===== config.mk =====
export PLATFORM = sky130hd
export DESIGN_NAME = alu_exec_stage
export DESIGN_NICKNAME = d
export VERILOG_FILES = /design/src/rtl/alu_pkg.sv /design/src/rtl/alu_datapath.sv /design/src/rtl/alu_flags.sv /design/src/rtl/alu_exec_stage.sv
export SDC_FILE = /design/constraint.sdc
export NUM_CORES = 1
export LEC_CHECK = 0
export CAP_MARGIN = 30
export CELL_PAD_IN_SITES_DETAIL_PLACEMENT = 2
export CELL_PAD_IN_SITES_GLOBAL_PLACEMENT = 2
export CORE_UTILIZATION = 34
export DETAILED_ROUTE_END_ITERATION = 10
export GPL_TIMING_DRIVEN = 1
export PLACE_DENSITY = 0.93
export REMOVE_ABC_BUFFERS = 1
export SLEW_MARGIN = 20
export SYNTH_ARGS = -nofsm -noshare
export SYNTH_HDL_FRONTEND = slang
export SYNTH_SLANG_ARGS = --single-unit

===== constraint.sdc =====
create_clock -name i_clk -period 9.7 [get_ports i_clk]
set_input_delay 1.94 -clock i_clk [delete_from_list [all_inputs] [get_ports i_clk]]
set_output_delay 1.94 -clock i_clk [all_outputs]
set_load 0.02 [all_outputs]

===== src/rtl/alu_pkg.sv =====
// Shared types for the ALU execute stage: opcodes, stage FSM states, flag bundle.
// Optional feature macro used by the stage files: ALU_EXEC_OVERFLOW_EN.
package alu_pkg;

  typedef enum logic [1:0] {
    ALU_ADD = 2'b00,
    ALU_SUB = 2'b01,
    ALU_AND = 2'b10,
    ALU_OR  = 2'b11
  } alu_op_e;

  typedef enum logic [1:0] {
    ST_EMPTY = 2'b00,
    ST_ONE   = 2'b01,
    ST_TWO   = 2'b10
  } exec_state_e;

  typedef struct packed {
    logic carry;
    logic zero;
    logic negative;
    logic overflow;
  } alu_flags_t;

  // True for the opcodes that go through the adder and so own a carry.
  function automatic logic is_arith(input alu_op_e op);
    return (op == ALU_ADD) || (op == ALU_SUB);
  endfunction

endpackage


===== src/rtl/alu_datapath.sv =====
// Combinational ALU datapath: ADD/SUB share one adder (SUB = a + ~b + 1),
// AND/OR are bitwise. carry is the raw adder carry-out.
module alu_datapath
  import alu_pkg::*;
#(
  parameter int N = 64
) (
  input  logic [N-1:0] a,
  input  logic [N-1:0] b,
  input  alu_op_e      op,
  output logic [N-1:0] result,
  output logic         carry
);

  logic         is_sub;
  logic [N-1:0] b_eff;
  logic [N:0]   sum;

  assign is_sub = (op == ALU_SUB);
  assign b_eff  = is_sub ? ~b : b;
  assign sum    = {1'b0, a} + {1'b0, b_eff} + {{N{1'b0}}, is_sub};

  // Select the operation result; every output gets a default first.
  always_comb begin
    // NOTE: assigning defaults at the top of always_comb guarantees no latch is inferred.
    result = sum[N-1:0];
    carry  = sum[N];
    case (op)
      ALU_AND: result = a & b;
      ALU_OR:  result = a | b;
      default: result = sum[N-1:0];
    endcase
  end

endmodule


===== src/rtl/alu_flags.sv =====
// Combinational status-flag generation from one cycle's ALU result.
// Signed overflow is only produced when ALU_EXEC_OVERFLOW_EN is defined.
module alu_flags
  import alu_pkg::*;
#(
  parameter int N = 64
) (
  input  logic [N-1:0] a,
  input  logic [N-1:0] b,
  input  logic [N-1:0] result,
  input  logic         carry,
  input  alu_op_e      op,
  output alu_flags_t   flags
);

`ifdef ALU_EXEC_OVERFLOW_EN
  logic ovf;

  // Signed overflow: operands' effective signs agree but the result sign differs.
  always_comb begin
    ovf = 1'b0;
    case (op)
      ALU_ADD: ovf = (a[N-1] == b[N-1]) && (result[N-1] != a[N-1]);
      ALU_SUB: ovf = (a[N-1] != b[N-1]) && (result[N-1] != a[N-1]);
      default: ovf = 1'b0;
    endcase
  end
`else
  logic ovf;
  logic operands_unused;

  assign ovf             = 1'b0;
  assign operands_unused = ^{a, b};
`endif

  assign flags.carry    = is_arith(op) ? carry : 1'b0;
  assign flags.zero     = (result == '0);
  assign flags.negative = result[N-1];
  assign flags.overflow = ovf;

endmodule


===== src/rtl/alu_exec_stage.sv =====
// Registered ALU execute stage with a 2-entry (OUT + SKID) elastic buffer.
// o_ready is a flop so it never depends combinationally on i_ready.
// Optional macro ALU_EXEC_OVERFLOW_EN adds per-bundle signed-overflow storage.
module alu_exec_stage
  import alu_pkg::*;
#(
  parameter int N = 64
) (
  input  logic         i_clk,
  input  logic         i_rst,
  input  logic [N-1:0] i_a,
  input  logic [N-1:0] i_b,
  input  logic [1:0]   i_alu_ctrl,
  input  logic         i_valid,
  output logic         o_ready,
  output logic [N-1:0] o_result,
  output logic         o_carry,
  output logic         o_zero,
  output logic         o_negative,
  output logic         o_overflow,
  output logic         o_valid,
  input  logic         i_ready
);

  alu_op_e     op;
  logic [N-1:0] calc_result;
  logic        calc_carry;
  alu_flags_t  calc_flags;

  exec_state_e state, state_next;
  logic        ready_q;
  logic        accept, deliver;
  logic        load_out_new, load_out_skid, load_skid;

  logic [N-1:0] out_result, skid_result;
  logic         out_carry, out_zero, out_negative;
  logic         skid_carry, skid_zero, skid_negative;

  assign op = alu_op_e'(i_alu_ctrl);

  alu_datapath #(.N(N)) u_datapath (
    .a      (i_a),
    .b      (i_b),
    .op     (op),
    .result (calc_result),
    .carry  (calc_carry)
  );

  alu_flags #(.N(N)) u_flags (
    .a      (i_a),
    .b      (i_b),
    .result (calc_result),
    .carry  (calc_carry),
    .op     (op),
    .flags  (calc_flags)
  );

  assign accept  = i_valid && ready_q;
  assign deliver = (state != ST_EMPTY) && i_ready;

  // Next-state and buffer-load decode for the OUT/SKID occupancy FSM.
  always_comb begin
    state_next    = state;
    load_out_new  = 1'b0;
    load_out_skid = 1'b0;
    load_skid     = 1'b0;
    case (state)
      ST_EMPTY: begin
        if (accept) begin
          state_next   = ST_ONE;
          load_out_new = 1'b1;
        end
      end
      ST_ONE: begin
        if (accept && deliver) begin
          load_out_new = 1'b1;
        end else if (accept) begin
          state_next = ST_TWO;
          load_skid  = 1'b1;
        end else if (deliver) begin
          state_next = ST_EMPTY;
        end
      end
      ST_TWO: begin
        // ready_q is low in TWO, so no accept can arrive here.
        if (deliver) begin
          state_next    = ST_ONE;
          load_out_skid = 1'b1;
        end
      end
      default: state_next = ST_EMPTY;
    endcase
  end

  // State register plus registered ready derived from the next state.
  always_ff @(posedge i_clk or posedge i_rst) begin
    // NOTE: non-blocking assignments keep every flop sampling pre-edge values.
    if (i_rst) begin
      state   <= ST_EMPTY;
      ready_q <= 1'b1;
    end else begin
      state   <= state_next;
      ready_q <= (state_next != ST_TWO);
    end
  end

  // OUT register: visible bundle, cleared on reset so outputs read as zero.
  always_ff @(posedge i_clk or posedge i_rst) begin
    if (i_rst) begin
      out_result   <= '0;
      out_carry    <= 1'b0;
      out_zero     <= 1'b0;
      out_negative <= 1'b0;
    end else if (load_out_new) begin
      out_result   <= calc_result;
      out_carry    <= calc_flags.carry;
      out_zero     <= calc_flags.zero;
      out_negative <= calc_flags.negative;
    end else if (load_out_skid) begin
      out_result   <= skid_result;
      out_carry    <= skid_carry;
      out_zero     <= skid_zero;
      out_negative <= skid_negative;
    end
  end

  // SKID register: captures the bundle accepted while OUT is stalled.
  always_ff @(posedge i_clk) begin
    // NOTE: SKID holds data only; its validity lives in the FSM state, so it needs no reset.
    if (load_skid) begin
      skid_result   <= calc_result;
      skid_carry    <= calc_flags.carry;
      skid_zero     <= calc_flags.zero;
      skid_negative <= calc_flags.negative;
    end
  end

`ifdef ALU_EXEC_OVERFLOW_EN
  logic out_overflow, skid_overflow;

  // Overflow bit of the OUT register, moved in lockstep with the result.
  always_ff @(posedge i_clk or posedge i_rst) begin
    if (i_rst) begin
      out_overflow <= 1'b0;
    end else if (load_out_new) begin
      out_overflow <= calc_flags.overflow;
    end else if (load_out_skid) begin
      out_overflow <= skid_overflow;
    end
  end

  // Overflow bit of the SKID register.
  always_ff @(posedge i_clk) begin
    if (load_skid) begin
      skid_overflow <= calc_flags.overflow;
    end
  end

  assign o_overflow = out_overflow;
`else
  logic overflow_unused;

  assign overflow_unused = calc_flags.overflow;
  assign o_overflow      = 1'b0;
`endif

  assign o_ready    = ready_q;
  assign o_valid    = (state != ST_EMPTY);
  assign o_result   = out_result;
  assign o_carry    = out_carry;
  assign o_zero     = out_zero;
  assign o_negative = out_negative;

endmodule


Word level (Yosys, flattened, before mapping). Cells that the tools add are included.

Register bits: 137. Input bits: 134. Word-level logic and storage cells: 54.

$add $sub $neg: 2. Equality and inequality tests: 6. Muxes and demuxes: 24. Bitwise operators: 3. Reduce and logical (&&, ||, !) cells: 9.

Operators by type and width (count): $mux W64 (3); $pmux W64 S2 (1); $add A64 B64 Y65 (1); $add A65 B1 Y65 (1); $and A64 B64 Y64 (1); $logic_not A64 Y1 (1); $not A64 Y64 (1); $or A64 B64 Y64 (1); $mux W1 (13); $mux W2 (5); $eq A2 B2 Y1 const B (3); $pmux W2 S3 (1); $eq A2 B1 Y1 const B (2); $logic_not A2 Y1 (2); $reduce_bool A2 Y1 (2); $logic_and A1 B1 Y1 (3); $ne A2 B2 Y1 const B (1); $pmux W1 S2 (1); $logic_or A1 B1 Y1 (1).

Longest topological paths before layout. Gate-level depths: netlist of run 1.

Word-level depth: 7. Depth in mapped cells: 22. Gate-level depth less buffers: 16.

By module. From an unflattened synthesis of run 1, not the netlist that was laid out.

Cells, all modules: 1243. Area, all modules: 11795.1 µm².

By module, submodules not included: alu_datapath (instances 1, cells an instance 917, area each 6035.8 µm², seq. area each 0.0 µm²); alu_exec_stage (instances 1, cells an instance 301, area each 5590.4 µm², seq. area each 3764.9 µm²); alu_flags (instances 1, cells an instance 25, area each 168.9 µm², seq. area each 0.0 µm²).

Worst setup path after synthesis of run 1. Ideal clock, no wire load.

Kind: input port to flip-flop. Start: input port i_alu_ctrl[0]. End: register out_zero, in the netlist o_zero. Library setup time: 92 ps. Data arrival time: 7557 ps. Required time: 9608 ps. Path slack: 2051 ps. Stages: 22. Buffers on the path: 7. Cells stage by stage: clkbuf_1 > clkbuf_1 > buf_1 > clkbuf_1 > clkbuf_1 > nand2_1 > clkbuf_1 > xnor2_1 > ha_1 > clkbuf_1 > nand2_1 > nor4_4 > nand4_1 > o32a_1 > a21o_1 > a2111oi_2 > o21a_1 > o31ai_1 > or4_1 > nor4b_1 > nand4_1 > o31ai_2.

Longest elaborated chain between the ends: 7.

RTL lines: from (decl) (RTL line alu_exec_stage.sv:13) `input logic [1:0] i_alu_ctrl,`; $eq A2 B1 Y1 (RTL line alu_datapath.sv:19) `assign is_sub = (op == ALU_SUB);`; $mux W64 (RTL line alu_datapath.sv:20) `assign b_eff = is_sub ? ~b : b;`; $add A64 B64 Y65 (RTL line alu_datapath.sv:21) `assign sum = {1'b0, a} + {1'b0, b_eff} + {{N{1'b0}}, is_sub};`; $add A65 B1 Y65 (RTL line alu_datapath.sv:21); $pmux W64 S2 * (RTL line alu_datapath.sv:28) `case (op)`; net calc_result[62] (RTL line alu_exec_stage.sv:26) `logic [N-1:0] calc_result;`; $logic_not A64 Y1 * (RTL line alu_flags.sv:37) `assign flags.zero = (result == '0);`; $mux W1 * (RTL line alu_exec_stage.sv:114) `end else if (load_out_new) begin`; to (signal assigned) (RTL line alu_exec_stage.sv:117) `out_zero <= calc_flags.zero;`; to (signal assigned) (RTL line alu_exec_stage.sv:122) `out_zero <= skid_zero;`; to (decl) (RTL line alu_exec_stage.sv:36) `logic out_carry, out_zero, out_negative;`.

Mark *: on every way through the listed nets, which the timed path passes. The rest lies on a longest branch. A chain may end at the register's enable or synchronous reset.

Worst setup path in the final report of run 1.
Start: input port i_alu_ctrl[1]. End: register out_zero, in the netlist o_zero.

Longest elaborated chain between the ends: 7.

RTL lines (RTL line): $eq A2 B1 Y1 (alu_datapath.sv:19); $mux W64 (alu_datapath.sv:20); $add A64 B64 Y65 (alu_datapath.sv:21); $add A65 B1 Y65 (alu_datapath.sv:21); $pmux W64 S2 * (alu_datapath.sv:28); $logic_not A64 Y1 * (alu_flags.sv:37); $mux W1 * (alu_exec_stage.sv:114).

Mark *: on every way between the ends. The rest lies on a longest branch, timed or not.

==> reports/metrics.yaml, run 1 <==
status: "finished with violations"
violated_checks: "design-rule violations"
p_int_w: 0.00177
clock_insertion_delay_worst_skew_ps: 430
drv_cap: 0
net-switching-power_w: 0.00145
io_pins: 204
sequential_cell_fraction_of_total_power: 0.289
synthDistinctLibCells: 76
preCtsSetupSlack_ps: 1920
sw_frac_of_total: 0.451
routabilityCongestion: 0.936
tritoncts.num_buffers: 17
share_clk_of_total_power: 0.197
clock_skew_ps: 11.9
synth_top_cell_by_area: "sky130_fd_sc_hd__edfxtp_1"
vias_in_the_first_global_route: 13915
timing_worst_setup_path_type: "in2reg"
vdd.ir_drop.worst_mv: 0.154
critPathBufInv: 2
synth_top_cell_area_share: 0.167
finalHoldViolCount: 0
drt-initial-drc-count: 1148
max_stage_delay_ps: 630
fp.coreArea_sq_um: 34500
post_synth_instance_area_sq_um: 11900
drc_errors: 1
clock-root-buffer: "sky130_fd_sc_hd__clkbuf_16"
fillCellCount: 3812
synth_seq_area_share: 0.313
setup.worst_path.start_class: "primary input"
rsz_0062_raised_after_global_routing: "false"
totalNegativeSetupSlack_ps: 0
area_growth_pct: 24.7
holdWs_ps: 520
post-route-min-period_ps: 7610
number_of_enable_flip_flop_cells_after_synthesis: 66
cts_repair_resize_count: 0
timing.critical_path.fanout_max: 42
cellLeakagePower_nw: 5.58
postSynth.topFlopCell: "sky130_fd_sc_hd__dfrtp_1"
post_route_ant_nets: 0
clk_transition_reported_paths_ps: 70
seqCellArea_sq_um: 3710
fp-row-count: 68
slew_headroom: 0.339
worstPathRequired_ps: 10040
global_route_wire_length_before_repair_um: 86700
die_w_um: 189
synth.ff_latch_count: 135
layout_net_count: 1842
final_common_cell: "sky130_fd_sc_hd__nand2_1"
cts.hold.buffers_added: 0
cts.sinks: 135
tritoncts: "done"
layout-drive-gt1-share: 0.0472
yosysWarningCount: 0
drt-total-wl_um: 57400
path_delay_family: "compound AO/OA/AOI/OAI gates"
cp_slowest_cell: "sky130_fd_sc_hd__a211oi_1"
most-common-layout-cells: "sky130_fd_sc_hd__nand2_1, sky130_fd_sc_hd__clkdlybuf4s50_1, sky130_fd_sc_hd__nor2_1"
grt_overflow_total: 0
antenna_found_initial: 2
cts.htree.levels: 4
post-route-period-util: 0.785
detail_route.wl_per_cell_um: 27.2
die_height_um: 189
clock_path_buffers: 2
pwr-share-comb: 0.514
synth_cells: 1496
grt_start_max_net_pins: 88
multi_input_area_sq_um: 7680
ordered_cell_list_for_the_critical_path: "buf_4 > inv_1 > nand2_4 > xnor2_1 > fa_1 > a211oi_1 > o21ai_0 > a211oi_1 > o21bai_1 > xnor2_1 > a21oi_1 > nor4_1 > nand4_1 > nand3b_1 > nor4_2 > nand4_1 > o31ai_2"
clock.fmax_mhz: 131
design.die.area_sq_um: 35700
timing.final.max_slew_violations: 0
asyncSetResetFlopFracSynth: 0.511
finalSetupViolations: 0
max_slew.worst_pin.slew_ps: 992
numPortBuffers: 202
worstHoldPathType: "reg2reg"
timing.critical_path.arrival_ps: 7950
powerDensity_nw_per_um2: 217
ys_top_cells_by_area: "sky130_fd_sc_hd__edfxtp_1, sky130_fd_sc_hd__dfrtp_1, sky130_fd_sc_hd__nand2_1, sky130_fd_sc_hd__ha_1, sky130_fd_sc_hd__xnor2_1"
cts_setup_buffers: 0
timing.final.ws_setup_ps: 2090
synthesis.area_per_instance_sq_um: 7.93
detailed_route_via_count: 13168
grtUsageTotal: 0.318
antenna_diode_count: 0
timing.critical_path.to_type: "flop"
dp_hpwl_um: 42100
via_to_cell_ratio: 6.25
detailedRoute.firstPassIterationCount: 9
initial_core_util: 0.344
-- per-stage QoR --
stage	cells	total power, W	instance area [sq um]	util
2_1_floorplan	1402	0.00175	11500	-
3_3_place_gp	2071	0.00241	14200	0.412
3_5_place_dp	2072	0.00250	14200	0.412
4_1_cts	2104	0.00320	14800	0.428
5_1_grt	2108	0.00335	14800	0.429
6_report	2108	0.00322	14800	0.429
-- Yosys cell counts (4+ instances only) --
| library cell | count |
|---|---|
| sky130_fd_sc_hd__or2_2 | 9 |
| sky130_fd_sc_hd__xor2_1 | 20 |
| sky130_fd_sc_hd__a31oi_1 | 61 |
| sky130_fd_sc_hd__o211ai_1 | 12 |
| sky130_fd_sc_hd__xnor2_1 | 82 |
| sky130_fd_sc_hd__nand2b_1 | 5 |
| sky130_fd_sc_hd__clkbuf_1 | 85 |
| sky130_fd_sc_hd__or3_1 | 11 |
| sky130_fd_sc_hd__nand2_1 | 265 |
| sky130_fd_sc_hd__o21bai_1 | 13 |
| sky130_fd_sc_hd__o21a_1 | 10 |
| sky130_fd_sc_hd__and4_1 | 4 |
| sky130_fd_sc_hd__dfrtp_1 | 68 |
| sky130_fd_sc_hd__nand3_1 | 21 |
| sky130_fd_sc_hd__o21ai_0 | 112 |
| sky130_fd_sc_hd__a21oi_1 | 119 |
| sky130_fd_sc_hd__buf_1 | 4 |
| sky130_fd_sc_hd__o22ai_1 | 10 |
| sky130_fd_sc_hd__ha_1 | 67 |
| sky130_fd_sc_hd__a22oi_1 | 6 |
| sky130_fd_sc_hd__and3_1 | 7 |
| sky130_fd_sc_hd__mux2i_1 | 12 |
| sky130_fd_sc_hd__a211o_1 | 7 |
| sky130_fd_sc_hd__a2111oi_0 | 7 |
| sky130_fd_sc_hd__inv_1 | 37 |
| sky130_fd_sc_hd__a21o_1 | 19 |
| sky130_fd_sc_hd__nand4b_1 | 4 |
| sky130_fd_sc_hd__edfxtp_1 | 66 |
| sky130_fd_sc_hd__nor3_1 | 25 |
| sky130_fd_sc_hd__o31ai_1 | 10 |
| sky130_fd_sc_hd__maj3_1 | 48 |
| sky130_fd_sc_hd__a221oi_1 | 5 |
| sky130_fd_sc_hd__nand3b_1 | 4 |
| sky130_fd_sc_hd__nand4_1 | 39 |
| sky130_fd_sc_hd__nor4_1 | 8 |
| sky130_fd_sc_hd__nor2b_1 | 8 |
| sky130_fd_sc_hd__a211oi_1 | 20 |
| sky130_fd_sc_hd__nor2_1 | 127 |
-- logic make-up (layout without fill, tap and decap cells) --
logic type / after synthesis / count (layout) / share of synthesized area
AND/OR/NAND/NOR: 553 / 553 / 0.211
buffers and inverters: 131 / 288 / 0.0429
XOR/XNOR: 102 / 102 / 0.0753
flip-flops: 135 / 135 / 0.313
AO/OA/AOI/OAI: 444 / 444 / 0.233
adder cells (fa/ha/maj): 116 / 116 / 0.113
other: 1 / 1 / 0.000316
multiplexers: 14 / 14 / 0.0120
-- worst paths after layout --
path	startpoint	endpoint	slack, ps	cells past startpoint
hold / removal	skid_zero	o_zero	520	2
max in group asynchronous	i_rst	o_ready	7180	4
hold reg to reg	skid_zero	o_zero	520	2
setup / recovery	i_alu_ctrl[1]	o_zero	2090	17
setup reg to reg	state[0]	o_result[25]	7170	5
min in group asynchronous	i_rst	o_result[8]	1900	3
-- tightest hold or removal path, cell delays in order (launching register included) --
cell and delay (ps):
sky130_fd_sc_hd__edfxtp_1 320, sky130_fd_sc_hd__a22oi_1 100, sky130_fd_sc_hd__o31ai_2 70
-- power groups by stage --
stage / clock network [W] / registers [W] / logic [W]
after floorplan: 0 / 0.00105 / 0.000697
after global placement: 0 / 0.000911 / 0.00150
after detailed placement: 0 / 0.000925 / 0.00158
after CTS: 0.000640 / 0.000928 / 0.00163
after global routing: 0.000654 / 0.000942 / 0.00175
final: 0.000634 / 0.000929 / 0.00165
-- routing by layer --
metal  part of all wire  global-route usage
met5                  0                   0
met4              0.038               0.128
met3              0.053              0.0397
met2               0.47               0.518
met1               0.44               0.427
-- final cells by class --
type,instances,share of cell area
tap,455,0.0385
sequential,135,0.251
clock inverter,13,0.00736
clock buffer,19,0.0299
multi-input combinational,1230,0.519
timing repair buffer,219,0.145
inverter,37,0.00939
-- sequential cells by signal (all words and copies together), names as in the netlist --
name	flops
skid_zero	1
o_negative	1
o_result	63
o_zero	1
state	2
skid_result	64
o_ready	1
o_carry	1
skid_carry	1
Note: power is estimated with default switching activity, not from simulation.
==> inputs of run 2 (changes only) <==
CORE_UTILIZATION = 32   (was 34)
PLACE_DENSITY = 0.88   (was 0.93)
clock period = 7.95 ns   (was 9.7 ns; I/O delays follow)
==> reports/metrics.yaml, run 2 (synthesized netlist as in run 1, its figures left out) <==
totalNegativeSetupSlack_ps: 0  # unchanged
die_w_um: 195  # was 189 um
final_design_instance_area_without_fill_sq_um: 15000  # was 14800 sq um
io_pins: 204  # unchanged
drv_cap: 0  # unchanged
layout_net_count: 1844  # was 1842
fp-row-count: 70  # was 68
design.die.area_sq_um: 37900  # was 35700 sq um
numPortBuffers: 202  # unchanged
routabilityCongestion: 0.929  # was 0.936
share_clk_of_total_power: 0.231  # was 0.197
die_height_um: 195  # was 189 um
clock_skew_ps: 8.55  # was 11.9 ps
dpl_cell_area_sq_um: 14300  # was 14200 sq um
tritoncts: "done"  # unchanged
post-route-period-util: 0.886
ordered_cell_list_for_the_critical_path: "buf_4 > inv_1 > nand2_4 > xnor2_1 > ha_1 > o21ai_0 > a32oi_4 > a221oi_1 > o211ai_1 > a211oi_1 > xnor2_1 > o22ai_1 > or3b_2 > nor4b_1 > nand4_1 > o31ai_2"  # was buf_4 > inv_1 > nand2_4 > xnor2_1 > fa_1 > a211oi_1 > o21ai_0 > a211oi_1 > o21bai_1 > xnor2_1 > a21oi_1 > nor4_1 > nand4_1 > nand3b_1 > nor4_2 > nand4_1 > o31ai_2
rsz_0062_raised_after_global_routing: "false"  # unchanged
layout-drive-gt1-share: 0.0483  # was 0.0472
cp_slowest_cell: "sky130_fd_sc_hd__a221oi_1"  # was sky130_fd_sc_hd__a211oi_1
timing_worst_setup_path_type: "in2reg"  # unchanged
critical_path.startpoint: "i_alu_ctrl[1]"  # unchanged
drt-initial-drc-count: 887  # was 1148
cts_setup_buffers: 0  # unchanged
powerDensity_nw_per_um2: 269  # was 217 nW/um^2
via_to_cell_ratio: 6.00  # was 6.25
final_common_cell: "sky130_fd_sc_hd__nand2_1"  # unchanged
sw_frac_of_total: 0.420  # was 0.451
grt_start_max_net_pins: 82  # was 88
crit_path_frequent_cell: "sky130_fd_sc_hd__xnor2_1"
drt-total-wl_um: 54600  # was 57400 um
clock.fmax_mhz: 142
most-common-layout-cells: "sky130_fd_sc_hd__nand2_1, sky130_fd_sc_hd__clkdlybuf4s50_1, sky130_fd_sc_hd__nor2_1"  # unchanged
clock-root-buffer: "sky130_fd_sc_hd__clkbuf_16"  # unchanged
post-route-min-period_ps: 7050
drc_errors: 0  # was 1
worstHoldPathType: "reg2reg"  # unchanged
timing.critical_path.arrival_ps: 7370  # was 7950 ps
pwr-share-comb: 0.489  # was 0.514
worstPathRequired_ps: 8270  # was 10040 ps
detail_route.wl_per_cell_um: 25.7  # was 27.2 um
slew_headroom: 0.300  # was 0.339
sequential_cell_fraction_of_total_power: 0.279  # was 0.289
status: "finished clean"  # was finished with violations
timing.critical_path.fanout_max: 38  # was 42
topRoutingLayerUsed: "met4"  # unchanged
global_route_wire_length_before_repair_um: 83200  # was 86700 um
clock_insertion_delay_worst_skew_ps: 420  # was 430 ps
grtUsageTotal: 0.286  # was 0.318
detailedRoute.firstPassIterationCount: 5  # was 9
timing.critical_path.to_type: "flop"  # unchanged
finalHoldViolCount: 0  # unchanged
antenna_found_initial: 1  # was 2
cts.htree.levels: 4  # unchanged
detailed_route_via_count: 12743  # was 13168
fp.coreArea_sq_um: 36500  # was 34500 sq um
clock_path_buffers: 2  # unchanged
worstReg2RegStart: "state[0]"  # unchanged
dp_hpwl_um: 42100  # about the same
cts.sinks: 135  # unchanged
max_stage_delay_ps: 790  # was 630 ps
route.layer.met1.wl_um: 25600  # was 25300 um
cts.hold.buffers_added: 0  # unchanged
vdd.ir_drop.worst_mv: 0.164  # was 0.154 mV
setup.worst_path.start_class: "primary input"  # unchanged
largest_reg_flops: 64  # unchanged
timing.final.max_slew_violations: 0  # unchanged
grt_overflow_total: 0  # unchanged
p_int_w: 0.00234  # was 0.00177 W
cellLeakagePower_nw: 5.65  # was 5.58 nW
initial_core_util: 0.325  # was 0.344
max_flop_register: "skid_result"  # unchanged
net-switching-power_w: 0.00169  # was 0.00145 W
worst_hold_startpoint: "skid_result[2]"  # was skid_zero
vias_in_the_first_global_route: 13602  # was 13915
finalSetupViolations: 0  # unchanged
met2RoutedLength_um: 25300  # was 26900 um
max_slew.worst_pin.slew_ps: 1040  # was 992 ps
post_route_ant_nets: 0  # unchanged
preCtsSetupSlack_ps: 686  # was 1920 ps
detailroute.wirelength.met3_um: 2220  # was 3050 um
timing.final.ws_setup_ps: 905  # was 2090 ps
clk_transition_reported_paths_ps: 60  # was 70 ps
tritoncts.num_buffers: 17  # unchanged
post-route-util: 0.410  # was 0.429
cts_repair_resize_count: 0  # unchanged
holdWs_ps: 521  # was 520 ps
area_growth_pct: 26.2  # was 24.7%
-- run 2: worst paths after layout --
kind / endpoint / slack [ps] / depth (start not counted)
max in group asynchronous: o_ready / 5820 / 4
worst max-delay path: o_zero / 900 / 16
min in group asynchronous: o_result[10] / 1520 / 3
worst min-delay path: o_result[2] / 520 / 2
worst min register to register: o_result[2] / 520 / 2
worst max register to register: o_result[7] / 5550 / 5
-- run 2: layer usage --
layer,vias up,GRT usage
met5,-,0
met4,0,0.0911
met3,84,0.0217
met2,387,0.468
met1,6534,0.399
li1,5738,-
-- run 2: cell type report --
cell class,count,area [sq um]
antenna,1,2.50
fill,4097,21500
sequential,135,3710
clock buffer,18,429
multi-input combinational,1230,7680
tap,468,586
timing repair buffer,221,2170
clock inverter,14,254
inverter,37,139
-- run 2: power groups by stage --
stage                     registers (W)  logic (W)  clock network, W
after CTS                       0.00113    0.00196          0.000937
final                           0.00113    0.00197          0.000932
after floorplan                 0.00128   0.000850                 0
after global placement          0.00112    0.00184                 0
after global routing            0.00115    0.00210          0.000961
after detailed placement        0.00114    0.00191                 0
-- run 2: through the flow --
step	total power, W	instances
2_1_floorplan	0.00213	1402
3_3_place_gp	0.00296	2087
3_5_place_dp	0.00305	2090
4_1_cts	0.00402	2122
5_1_grt	0.00421	2123
6_report	0.00403	2124
-- run 2: critical path: cells and delay by family --
family          cells  cell delay [ps]
buf+inv             2              220
compound gates      7             2870
fa+ha+maj           1              300
xor+xnor            2              730
simple gates        4             1610
